==> src/rtl/count_ctrl.sv <==
// count_ctrl: run/pause/clear sequencer with prescaler and BCD display counter.
// Latency: every output is registered; a sampled input changes the outputs one clk edge later.
// Backpressure: none; the block is driven by single-cycle pulses and never stalls its inputs.
//
// Optional feature: define COUNT_CTRL_SAT_EN for saturating mode. In that mode the count
// holds at all-9s and the FSM drops to PAUSE when it overflows. Without the macro, the
// count wraps to zero and the FSM stays in RUN.
//
// Ports:
//   clk        system clock
//   rst        asynchronous active-low reset
//   tm_value   tick period in clk cycles; 0 behaves as 1
//   count_en   prescaler enable
//   btn_start  debounced single-cycle pulse; toggles run/pause (starts from IDLE)
//   clr        single-cycle pulse; back to IDLE with the count zeroed (beats btn_start)
//   tick       one-cycle pulse on each count advance
//   digits     BCD count; digit 0 in [3:0] is the least significant
//   state      00 IDLE, 01 RUN, 10 PAUSE
//   ovf        one-cycle pulse when the count passes all-9s

module count_ctrl #(
  parameter int CNT_W  = 27,
  parameter int DIGITS = 4
) (
  input  logic                  clk,
  input  logic                  rst,
  input  logic [CNT_W-1:0]      tm_value,
  input  logic                  count_en,
  input  logic                  btn_start,
  input  logic                  clr,
  output logic                  tick,
  output logic [4*DIGITS-1:0]   digits,
  output logic [1:0]            state,
  output logic                  ovf
);

  typedef enum logic [1:0] {
    IDLE  = 2'b00,
    RUN   = 2'b01,
    PAUSE = 2'b10
  } state_t;

  localparam logic [CNT_W-1:0]    PRESC_ONE = {{(CNT_W-1){1'b0}}, 1'b1};
  localparam logic [4*DIGITS-1:0] ALL_NINES = {DIGITS{4'h9}};

  state_t                state_q, state_d;
  logic [CNT_W-1:0]      presc_q, presc_d;
  logic [4*DIGITS-1:0]   digits_q, digits_d;
  logic                  tick_q, tick_d;
  logic                  ovf_q, ovf_d;

  logic [CNT_W-1:0]      tm_eff;
  logic [CNT_W-1:0]      term_lim;
  logic                  presc_adv;
  logic                  presc_term;
  logic                  fire;
  logic                  at_max;
  logic [4*DIGITS-1:0]   digits_inc;

  // Ripple BCD increment: each nibble wraps 9->0 and carries into the next one.
  function automatic logic [4*DIGITS-1:0] bcd_inc(input logic [4*DIGITS-1:0] d);
    logic [4*DIGITS-1:0] r;
    logic                carry;
    r     = d;
    carry = 1'b1;
    for (int i = 0; i < DIGITS; i++) begin
      if (carry) begin
        if (d[4*i +: 4] >= 4'd9) begin
          r[4*i +: 4] = 4'd0;
        end else begin
          r[4*i +: 4] = d[4*i +: 4] + 4'd1;
          carry       = 1'b0;
        end
      end
    end
    return r;
  endfunction

  // A period of 0 would never terminate; treat it as 1 so the tick fires every cycle.
  assign tm_eff   = (tm_value == '0) ? PRESC_ONE : tm_value;
  assign term_lim = tm_eff - PRESC_ONE;

  // >= rather than == so that shrinking tm_value mid-period fires on the next
  // enabled cycle instead of running the prescaler past the new limit.
  assign presc_term = (presc_q >= term_lim);
  assign presc_adv  = (state_q == RUN) && count_en && !clr;
  assign fire       = presc_adv && presc_term;

  assign at_max     = (digits_q == ALL_NINES);
  assign digits_inc = bcd_inc(digits_q);

  // ---------------------------------------------------------------------------
  // FSM next state
  // ---------------------------------------------------------------------------
  always_comb begin
    state_d = state_q;
    if (clr) begin
      state_d = IDLE;
    end else begin
      case (state_q)
        IDLE:    if (btn_start) state_d = RUN;
        RUN:     if (btn_start) state_d = PAUSE;
        PAUSE:   if (btn_start) state_d = RUN;
        default: state_d = IDLE;
      endcase
`ifdef COUNT_CTRL_SAT_EN
      // Overflow in saturating mode parks the FSM in PAUSE regardless of btn_start.
      if (fire && at_max) begin
        state_d = PAUSE;
      end
`endif
    end
  end

  // ---------------------------------------------------------------------------
  // Prescaler, counter and pulse outputs
  // ---------------------------------------------------------------------------
  always_comb begin
    presc_d  = presc_q;
    digits_d = digits_q;
    tick_d   = 1'b0;
    ovf_d    = 1'b0;

    if (clr || (state_q == IDLE)) begin
      // IDLE keeps everything at zero so a start always begins a full period.
      presc_d  = '0;
      digits_d = '0;
    end else if (presc_adv) begin
      if (presc_term) begin
        presc_d = '0;
        tick_d  = 1'b1;
        ovf_d   = at_max;
        if (at_max) begin
`ifdef COUNT_CTRL_SAT_EN
          digits_d = digits_q;
`else
          digits_d = '0;
`endif
        end else begin
          digits_d = digits_inc;
        end
      end else begin
        presc_d = presc_q + PRESC_ONE;
      end
    end
    // PAUSE, or RUN with count_en low: prescaler and digits hold their values.
  end

  // ---------------------------------------------------------------------------
  // Registers
  // ---------------------------------------------------------------------------
  always_ff @(posedge clk or negedge rst) begin
    if (!rst) begin
      state_q  <= IDLE;
      presc_q  <= '0;
      digits_q <= '0;
      tick_q   <= 1'b0;
      ovf_q    <= 1'b0;
    end else begin
      state_q  <= state_d;
      presc_q  <= presc_d;
      digits_q <= digits_d;
      tick_q   <= tick_d;
      ovf_q    <= ovf_d;
    end
  end

  assign tick   = tick_q;
  assign ovf    = ovf_q;
  assign digits = digits_q;
  assign state  = state_q;

endmodule

==> config.mk <==
export PLATFORM = sky130hd
export DESIGN_NAME = count_ctrl
export DESIGN_NICKNAME = d
export VERILOG_FILES = /design/src/rtl/count_ctrl.sv
export SDC_FILE = /design/constraint.sdc
export NUM_CORES = 1
export LEC_CHECK = 0
export CAP_MARGIN = 10
export CORE_AREA = 2 2 110 85
export DETAILED_ROUTE_END_ITERATION = 8
export DIE_AREA = 0 0 112 87
export GPL_ROUTABILITY_DRIVEN = 0
export PLACE_DENSITY = 0.66
export SYNTH_ARGS = -nofsm -noshare
export SYNTH_HDL_FRONTEND = slang
export SYNTH_SLANG_ARGS = --single-unit
==> constraint.sdc <==
create_clock -name clk -period 2.65 [get_ports clk]
set_clock_uncertainty 0.1 [all_clocks]
set_input_delay 0.53 -clock clk [delete_from_list [all_inputs] [get_ports clk]]
set_output_delay 0.53 -clock clk [all_outputs]
set_load 0.05 [all_outputs]
-- Word level (Yosys, flattened, before mapping)
Cells that the tools add are included.
- reductions and logical operators: 17
- bitwise operators: 0
- order comparisons: 5
- add/subtract/negate cells: 6
- equality and inequality tests: 5
- shift operators: 0
- multiplexer cells: 30
- multiply operators: 0
- divide/modulo/power cells: 0
- operator list (operator ; count):
    $mux W27 ; 4
    $mux W16 ; 4
    $mux W4 ; 7
    $add A27 B1 Y27 const B ; 1
    $ge A27 B27 Y1 ; 1
    $logic_not A27 Y1 ; 1
    $sub A27 B1 Y27 const B ; 1
    $add A4 B1 Y4 const B ; 4
    $eq A16 B16 Y1 const B ; 1
    $ge A4 B4 Y1 const B ; 4
    $mux W1 ; 11
    $reduce_and A3 Y1 ; 3
    $reduce_bool A3 Y1 ; 3
    $mux W2 ; 3
    $pmux W2 S2 ; 1
    $reduce_and A2 Y1 ; 2
    $reduce_bool A2 Y1 ; 2
    $ne A3 B1 Y1 const B ; 1
    $ne A3 B3 Y1 const B ; 1
    $eq A2 B1 Y1 const B ; 1
    $eq A2 B2 Y1 const B ; 1
    $logic_and A1 B1 Y1 ; 2
    $logic_not A2 Y1 ; 1
    $reduce_or A2 Y1 ; 1
    other kinds (2) ; 2
- output and inout port bits: 20
- bits in registers: 47
- input port bits: 32
- logic and storage cells: 71
- latch bits: 0
- memories kept: 0
- bits in read-only memories: 0
- bits in writable memories: 0

-- Longest topological paths before layout
Gate-level depths: netlist of the first run.
- depth after elaboration: 9
- mapped depth: 23
- gate-level depth less buffers: 21

-- Least setup slack after synthesis of the first run
OpenSTA, ideal clock, no wires.
- path kind: input-to-reg
- from: input port tm_value[16]
- to: register digits_q[11] (netlist: digits[11])
- required time: 2440 ps
- slack: -1665 ps
- setup time: 110 ps
- arrival: 4105 ps
- cell stages on the path: 21
- path through: or4_1 nor2_1 nand3_1 nor2_1 nor2_1 ha_1 nor3b_1 nand3b_1 nor2_1 nand2_1 nor3_1 xnor2_1 ha_1 nand2_1 o21ai_0 a21oi_1 nor3_1 or3_1 buf_4 nand3_1 o41ai_1
- word-level cells in the longest chain between the ends: 6
- ends and longest elaborated chain (item ; RTL line ; source):
    start, declared ; 27 ; input logic [CNT_W-1:0] tm_value,
    $logic_not A27 Y1 ; 80 ; assign tm_eff = (tm_value == '0) ? PRESC_ONE : tm_value;
    $mux W27 * ; 80 ;
    $sub A27 B1 Y27 * ; 81 ; assign term_lim = tm_eff - PRESC_ONE;
    $ge A27 B27 Y1 * ; 85 ; assign presc_term = (presc_q >= term_lim);
    $reduce_bool A2 Y1 (no line) * ; - ;
    $reduce_and A3 Y1 (no line) * ; - ;
    end signal, assigned ; 162 ; digits_q <= digits_d;
    end, declared ; 48 ; logic [4*DIGITS-1:0] digits_q, digits_d;
Mark *: on every way between the ends. The rest lies on a longest branch, timed or not.
A chain may end at the register's enable or synchronous reset.

-- Worst setup path after layout of the first run
- from: input port tm_value[12]
- to: register digits_q[0] (netlist: digits[0])
- word-level cells in the longest chain between the ends: 6
- ends and longest elaborated chain (item ; RTL line):
    $logic_not A27 Y1 ; 80
    $mux W27 * ; 80
    $sub A27 B1 Y27 * ; 81
    $ge A27 B27 Y1 * ; 85
    $reduce_bool A2 Y1 (no line) * ; -
    $reduce_and A2 Y1 (no line) * ; -
Marks and branches as above.

==> summary.md, run 1 <==
| Metric | Value |
|---|---|
| Die extent in y | 87 um |
| Number of ports placed on the die boundary | 52 |
| Register area share after synthesis | 31.01% |
| Number of buffers and inverters on the critical path | 3 |
| Utilization of the core after routing | 63.87% |
| Count of placed standard cells including taps | 655 |
| CTS Sinks | 47 |
| Routed vias | 3697 |
| Cells on worst reg2reg path | 10 |
| Reg2reg end | digits[9] |
| Area contributors post-synth | sky130_fd_sc_hd__dfrtp_1, sky130_fd_sc_hd__ha_1, sky130_fd_sc_hd__xnor2_1 |
| Cell type with the largest total area after synthesis | sky130_fd_sc_hd__dfrtp_1 |
| Failing checks | setup timing |
| Dpl cell area | 5035 um2 |
| DR DRC count | 0 |
| Initial standard-cell utilization of the core | 43.18% |
| CTS tree | built |
| Unrepaired setup endpoints after global routing | yes |
| First-iteration detailed-routing DRC count | 251 |
| Layout fillers | 743 |
| Worst EP arrival | 4220 ps |
| Hold-fix buffer count after cts | 0 |
| Finish-stage setup viols | 45 |
| Worst Setup Start Kind | input pin |
| Synth warnings | 0 |
| Footprint of the multi-input gates | 2909 um2 |
| Avg Inst Size Synth | 8.718 um2 |
| Clk Tree Root Cell | sky130_fd_sc_hd__clkbuf_16 |
| CTS Buf Count | 5 |
| Critical Path Slowest Stage Cell | sky130_fd_sc_hd__or4_4 |
| Worst-margin pin slew | 615.9 ps |
| Share of the synthesized area in the top cell type | 31.01% |
| Ratio of cells with drive above 1 in the final layout | 33.33% |
| Logic depth of the worst path, buffers included | 23 |
| Critical Path, Cell by Cell | buf_6 -> or4_4 -> nor3_4 -> nand3_4 -> nor2_4 -> nor2_2 -> ha_2 -> nor3b_4 -> nand3b_1 -> nor2_2 -> nand2_2 -> nor3_2 -> nand3b_1 -> xor2_1 -> ha_1 -> nand4_1 -> buf_4 -> o21ba_4 -> nand3_4 -> nor3_4 -> buf_6 -> nor2_4 -> mux2_2 |
| Setup TNS after final layout | -64190 ps |
| Maximum cell stage delay along the critical path | 560 ps |
| Static Leakage | 2.437 nW |
| Vias in the first global route | 3568 |
| Total number of placement rows | 30 |
| Highest net fanout along the worst path | 4 |
| Async S/R FF share, synth | 100.0% |
| Hold Slack | 250.0 ps |
| Kind of cell with the highest combined delay on the critical path | simple AND/OR/NAND/NOR gates |
| Register-to-Register Setup Slack | 120 ps |
| Run status | complete, but fails checks |
| Clk Latency, worst-skew pair | 290 ps |
| CP Capture Point | digits[0] |
| Total track usage | 21.38% |
| Wire length of the first global-routing pass | 17080 um |
| Number of max-cap violations | 0 |
| Register bit total from synthesis | 47 |
| Antenna viol nets, final | 0 |
| Worst Hold Class | input pin to asynchronous set/reset pin |
| Worst VDD drop | 0.3059 mV |
| Count of port buffers added during placement | 51 |
| Setup slack at placement | -2381 ps |
| Layout net count | 640 |
| Start-to-end type of the worst setup path | input pin to flop |
| Reg-to-reg critical path startpoint | presc_q[0] |
| Power density of the placed cells | 313.4 nW/um2 |
| Die outline width | 112 um |
| Half-perimeter wire length after detailed placement | 7598 um |
| Via/cell ratio | 5.445 |
| Number of synthesized flops with an enable pin | 0 |
| Wirelength per Cell | 15.72 um |
| Period utilization | 156.5% |
| Die Outline Area | 9744 um2 |
| CTS clk-pin slew, worst paths | 60 ps |
| Number of instances in the synthesized netlist | 435 |
| Combined flip-flop and latch cell area | 1176 um2 |
| Area growth from synthesis to layout | 47.94% |
| Number of cells in the finished layout apart from fillers | 679 |
| Initial antenna violation count | 0 |
| Synth Flop Type | sky130_fd_sc_hd__dfrtp_1 |
| Nets in the synthesized netlist | 508 |
| Clock period minus final worst setup slack | 4149 ps |
| Kind of end point of the critical path | flop |
| Final Total Pwr | 1.758 mW |
| Netlist area before placement | 3792 um2 |
| Origin of the worst setup path | tm_value[12] |
| Number of distinct library cells after synthesis | 58 |
| Final global-route overflow total | 0 |
| # diodes | 0 |
| Router iterations before antenna repair | 4 |
| Final Worst Setup Slack | -1499 ps |
| Detailed-route wire length | 10680 um |
| Slew HR | 58.94% |
| Htree depth | 2 |
| Max Root-Sink Buffers | 2 |
| Final Hold Viols | 0 |
| Maximum number of pins on one net before global-route repair | 48 |
| Core Area | 8783 um2 |
| Layout Cell Area excl Fill | 5610 um2 |
| Max-slew violation count | 0 |
| Max frequency | 241.0 MHz |
| CP required | 2720 ps |
-- layout make-up --
cell class / count / share of cell area [%]
Tap cell: 112 / 2.498
Sequential cell: 47 / 20.96
Multi-Input combinational cell: 357 / 51.85
Inverter: 24 / 1.606
Clock inverter: 1 / 0.08921
Clock buffer: 6 / 2.475
Timing Repair Buffer: 132 / 20.52
-- placed cells by master, fill, tap and decap left out, drive strengths merged, types with 3 or more instances in the layout --
cell	instances
xor2	15
a22o	4
o21ai	27
a21o	6
clkbuf	7
ha	41
dlygate4sd2	13
or4	4
and3	4
nand4	6
nand2	41
nor3	17
dfrtp	47
nand2b	3
o41ai	5
nor2	56
nand3	22
o31ai	4
mux2i	4
inv	24
nor4	12
a21oi	20
clkdlybuf4s15	5
clkdlybuf4s50	23
nand3b	3
nor2b	4
and2	3
xnor2	25
buf	90
-- timing repair --
item / 4_1_cts / 5_1_grt
buffers inserted: 10 / 6
resized for setup: 98 / 43
endpoints found under the hold margin: 0 / 0
gates cloned: 0 / 1
pin swaps: 32 / 12
setup endpoints to repair: 45 / 45
-- how the worst min path moves through the flow --
stage                          start     endpoint  slack [ps]
final                            rst    digits[5]         250
after global routing             rst   digits[14]         300
after CTS                        rst  presc_q[19]         270
after detailed placement  presc_q[0]   presc_q[0]         450
after global placement    presc_q[0]   presc_q[0]         440
after floorplan                  rst    digits[0]         130
-- report_power, final --
part	internal, mW	switching (mW)	leakage (nW)
Sequential	0.725	0.0134	0.654
Clock	0.369	0.260	0.0727
Combinational	0.180	0.211	1.71
Total	1.27	0.484	2.44
-- state kept, by name, summed over array words and instances (netlist names) --
register and cells:
presc_q 27, digits 16, state 2, ovf 1, tick 1
-- cell families after synthesis --
| family | synth area share (%) |
|---|---|
| simple gates | 27.09 |
| compound gates | 14.19 |
| flops | 31.01 |
| fa+ha+maj | 13.53 |
| xor+xnor | 9.436 |
| buf+inv | 3.398 |
| mux | 1.353 |
-- metal layers --
| layer | vias up | track usage [%] | wire (um) |
|---|---|---|---|
| met5 | - | 0 | 0 |
| met4 | 0 | 4.767 | 100 |
| met3 | 10 | 4.036 | 460 |
| met2 | 84 | 33.39 | 5000 |
| met1 | 1769 | 31.02 | 5114 |
| li1 | 1834 | - | - |
-- synth_stat cells (3+ instances only) --
master / instances
sky130_fd_sc_hd__nand3_1: 22
sky130_fd_sc_hd__nor2_1: 53
sky130_fd_sc_hd__inv_1: 24
sky130_fd_sc_hd__buf_4: 3
sky130_fd_sc_hd__and2_1: 3
sky130_fd_sc_hd__mux2i_1: 4
sky130_fd_sc_hd__a22o_1: 3
sky130_fd_sc_hd__nor3_2: 5
sky130_fd_sc_hd__o31ai_1: 4
sky130_fd_sc_hd__nand2_1: 41
sky130_fd_sc_hd__xor2_1: 15
sky130_fd_sc_hd__a21oi_1: 20
sky130_fd_sc_hd__o41ai_1: 5
sky130_fd_sc_hd__nor4_1: 10
sky130_fd_sc_hd__nor3_1: 12
sky130_fd_sc_hd__nor2_2: 3
sky130_fd_sc_hd__xnor2_1: 24
sky130_fd_sc_hd__nand3b_1: 3
sky130_fd_sc_hd__a21o_1: 6
sky130_fd_sc_hd__nor2b_1: 3
sky130_fd_sc_hd__or4_1: 3
sky130_fd_sc_hd__ha_1: 41
sky130_fd_sc_hd__dfrtp_1: 47
sky130_fd_sc_hd__clkbuf_1: 3
sky130_fd_sc_hd__nand4_1: 6
sky130_fd_sc_hd__o21ai_0: 27
sky130_fd_sc_hd__nand2b_1: 3
No activity file was read; power rests on OpenSTA's default activity.
==> run 2: changes to the inputs <==
==> config.mk (replaced) <==
export PLATFORM = sky130hd
export DESIGN_NAME = count_ctrl
export DESIGN_NICKNAME = d
export VERILOG_FILES = /design/src/rtl/count_ctrl.sv
export SDC_FILE = /design/constraint.sdc
export NUM_CORES = 1
export LEC_CHECK = 0
export ABC_CLOCK_PERIOD_IN_PS = 2650
export CAP_MARGIN = 10
export CORE_AREA = 3 3 69 136
export DETAILED_ROUTE_END_ITERATION = 8
export DIE_AREA = 0 0 72 139
export GPL_ROUTABILITY_DRIVEN = 0
export PLACE_DENSITY = 0.67
export SYNTH_ARGS = -nofsm -noshare
export SYNTH_HDL_FRONTEND = slang
export SYNTH_SLANG_ARGS = --single-unit
==> run 2 against run 1 <==
Effect of this change:
- sequential share of layout area is 0.38 points lower
- first-iteration DRC count is 40% lower
- register-to-register slack hardly changed
- largest cell class unchanged
- combinational power is 3% higher
- the run still ends with setup timing left
- total power is 2.5% higher
- clock-buffer cell count stayed put
==> summary.md, run 2 (synthesized netlist as in run 1, its figures left out) <==
| Metric | Value |
|---|---|
| CTS tree | built |
| Hold Slack | 140.4 ps (-109.6 ps) |
| Kind of end point of the critical path | flop |
| Number of cells in the finished layout apart from fillers | 681 (+0.29%) |
| Number of ports placed on the die boundary | 52 (unchanged) |
| Half-perimeter wire length after detailed placement | 8564 um (+13%) |
| Run status | complete, but fails checks |
| Ratio of cells with drive above 1 in the final layout | 35.80% (+2.5 points) |
| Total track usage | 23.58% (+2.2 points) |
| Failing checks | setup timing |
| Worst Hold Class | input pin to asynchronous set/reset pin |
| Worst VDD drop | 0.3171 mV (+3.7%) |
| First-iteration detailed-routing DRC count | 150 (-40%) |
| Highest net fanout along the worst path | 6 (+2) |
| Sequential Power Share | 40.9% (-1.1 points) |
| Die outline width | 72 um (-36%) |
| CTS clk-pin slew, worst paths | 70 ps (about the same) |
| Most common cell after layout, fill and taps aside | sky130_fd_sc_hd__buf_4 |
| DR DRC count | 0 (unchanged) |
| Final Worst Setup Slack | -1556 ps (-57.12 ps) |
| CTS Sinks | 47 (unchanged) |
| Worst Setup Start Kind | input pin |
| Cells on worst reg2reg path | 9 (-1) |
| Switching power of the nets | 516.7 uW (+6.7%) |
| CP required | 2770 ps (+50 ps) |
| Unrepaired setup endpoints after global routing | yes |
| Hold-fix buffer count after cts | 0 (unchanged) |
| Slew HR | 59.75% (+0.81 points) |
| Layout fillers | 726 (-2.3%) |
| Period utilization | 158.7% (+2.2 points) |
| Htree depth | 2 (unchanged) |
| Detailed-route wire length | 11490 um (+7.7%) |
| Layout Cell Area excl Fill | 5713 um2 (+1.8%) |
| Count of port buffers added during placement | 51 (unchanged) |
| # diodes | 0 (unchanged) |
| Wire length of the first global-routing pass | 18900 um (+11%) |
| Clk Latency, worst-skew pair | 290 ps (about the same) |
| Via/cell ratio | 5.715 (+5.0%) |
| Static Leakage | 2.496 nW (+2.4%) |
| Register with the most flip-flops | presc_q |
| Clock network fraction of design power | 36.8% (+1.0 points) |
| Worst EP arrival | 4330 ps (+110 ps) |
| Router iterations before antenna repair | 4 (unchanged) |
| Dpl cell area | 5087 um2 (+1.0%) |
| Routed vias | 3892 (+5.3%) |
| Reg2reg end | presc_q[26] |
| Final global-route overflow total | 0 (unchanged) |
| Flip-flop count of the largest register, all copies and words added | 27 (unchanged) |
| Initial standard-cell utilization of the core | 44.16% (+0.98 points) |
| Count of placed standard cells including taps | 652 (-0.46%) |
| Internal power | 1.286 mW (+0.93%) |
| Layout net count | 653 (+2.0%) |
| Finish-stage setup viols | 45 (unchanged) |
| Antenna viol nets, final | 0 (unchanged) |
| Maximum number of pins on one net before global-route repair | 26 (-46%) |
| Worst-margin pin slew | 603.8 ps (-12.18 ps) |
| Setup TNS after final layout | -65890 ps (-1697 ps) |
| Reg-to-reg critical path startpoint | presc_q[0] |
| Register-to-Register Setup Slack | 120 ps (about the same) |
| Number of max-cap violations | 0 (unchanged) |
| CTS Buf Count | 5 (unchanged) |
| Max frequency | 237.8 MHz (-1.4%) |
| Combinational share of power | 22.4% (+0.2 points) |
| Die Outline Area | 10010 um2 (+2.7%) |
| Die extent in y | 139 um (+60%) |
| Power density of the placed cells | 315.5 nW/um2 (+0.68%) |
| Clk Tree Root Cell | sky130_fd_sc_hd__clkbuf_16 |
| Vias in the first global route | 4203 (+18%) |
| Clock period minus final worst setup slack | 4206 ps (+57.12 ps) |
| Wirelength per Cell | 16.88 um (+7.3%) |
| Commonest cells after routing, fill and taps aside | sky130_fd_sc_hd__buf_4, sky130_fd_sc_hd__dfrtp_1, sky130_fd_sc_hd__nor2_1 |
| Final Hold Viols | 0 (unchanged) |
| Core Area | 8588 um2 (-2.2%) |
| Area growth from synthesis to layout | 50.64% |
| Sw Share | 28.67% (+1.1 points) |
| Total number of placement rows | 48 (+60%) |
| Initial antenna violation count | 0 (unchanged) |
| Start-to-end type of the worst setup path | input pin to flop |
| Max-slew violation count | 0 (unchanged) |
| Max Root-Sink Buffers | 2 (unchanged) |
| Setup slack at placement | -2677 ps (-295.8 ps) |
run 2: per-stage QoR:
stage | utilization, % | power, mW
final | 66.52 | 1.802
after global routing | 66.52 | 1.870
after CTS | 65.38 | 1.792
after detailed placement | 59.24 | 1.106
after global placement | 59.24 | 1.099
after floorplan | - | 0.9197
run 2: layout make-up:
type                       instances  area (um2)  share of cell area, %
clock buffer                       6       138.9                  2.431
clock inverter                     2       16.27                 0.2847
inverter                          24       90.09                  1.577
multi-input combinational        357        2958                  51.77
sequential                        47        1176                  20.59
tap                              100       125.1                  2.190
timing repair buffer             145        1209                  21.16
run 2: how the worst max path moves through the flow:
stage,start,endpoint,slack [ps]
global placement,tm_value[21],digits[6],-2550
floorplan,tm_value[15],digits[7],-1530
finish,tm_value[24],digits[12],-1560
CTS,tm_value[24],digits[0],-1550
global route,tm_value[13],digits[12],-1710
detailed placement,tm_value[21],digits[12],-2680
run 2: power by group through the flow:
stage               logic [mW]  clock network [mW]  registers (mW)
global placement         0.349                   0           0.750
CTS                      0.387               0.669           0.737
detailed placement       0.356                   0           0.750
floorplan                0.150                   0           0.769
global route             0.437               0.695           0.738
finish                   0.403               0.662           0.737
run 2: repair_timing:
item,4_1_cts,5_1_grt
pin swaps,56,24
cloned,1,0
setup endpoints to repair,45,45
setup buffers,15,6
resized for setup,134,31
run 2: per-layer routing:
| layer | vias up | global-route usage [%] | wire length (um) | part of all wire [%] |
|---|---|---|---|---|
| met5 | - | 0 | 0 | 0 |
| met4 | 0 | 13.88 | 646 | 5.6 |
| met3 | 48 | 2.612 | 283 | 2.5 |
| met2 | 104 | 45.00 | 6557 | 57 |
| met1 | 1891 | 23.14 | 4006 | 35 |
| li1 | 1849 | - | - | - |
run 2: critical path: stages:
cell and delay (ps):
sky130_fd_sc_hd__buf_6 90, sky130_fd_sc_hd__or4_4 550, sky130_fd_sc_hd__nor2_4 180, sky130_fd_sc_hd__nand3_4 120, sky130_fd_sc_hd__nor2_4 140, sky130_fd_sc_hd__nor2_2 60, sky130_fd_sc_hd__ha_2 180, sky130_fd_sc_hd__nor3b_4 150
sky130_fd_sc_hd__nand3b_1 120, sky130_fd_sc_hd__nor2_2 70, sky130_fd_sc_hd__nand2_2 80, sky130_fd_sc_hd__buf_6 120, sky130_fd_sc_hd__nor3_4 40, sky130_fd_sc_hd__nand3b_1 90, sky130_fd_sc_hd__xor2_1 80, sky130_fd_sc_hd__ha_1 290
sky130_fd_sc_hd__nand4_1 130, sky130_fd_sc_hd__buf_4 190, sky130_fd_sc_hd__nor3_4 270, sky130_fd_sc_hd__nor3_4 110, sky130_fd_sc_hd__buf_12 150, sky130_fd_sc_hd__or4_4 510, sky130_fd_sc_hd__o21ai_2 70
==> run 3: changes to the inputs <==
--- a/config.mk
+++ b/config.mk
@@ -12,6 +12,7 @@
 export DIE_AREA = 0 0 72 139
 export GPL_ROUTABILITY_DRIVEN = 0
 export PLACE_DENSITY = 0.67
+export SLEW_MARGIN = 20
 export SYNTH_ARGS = -nofsm -noshare
 export SYNTH_HDL_FRONTEND = slang
 export SYNTH_SLANG_ARGS = --single-unit
==> results of run 3 <==
Final layout, timing and power as in run 2 (identical DEF).
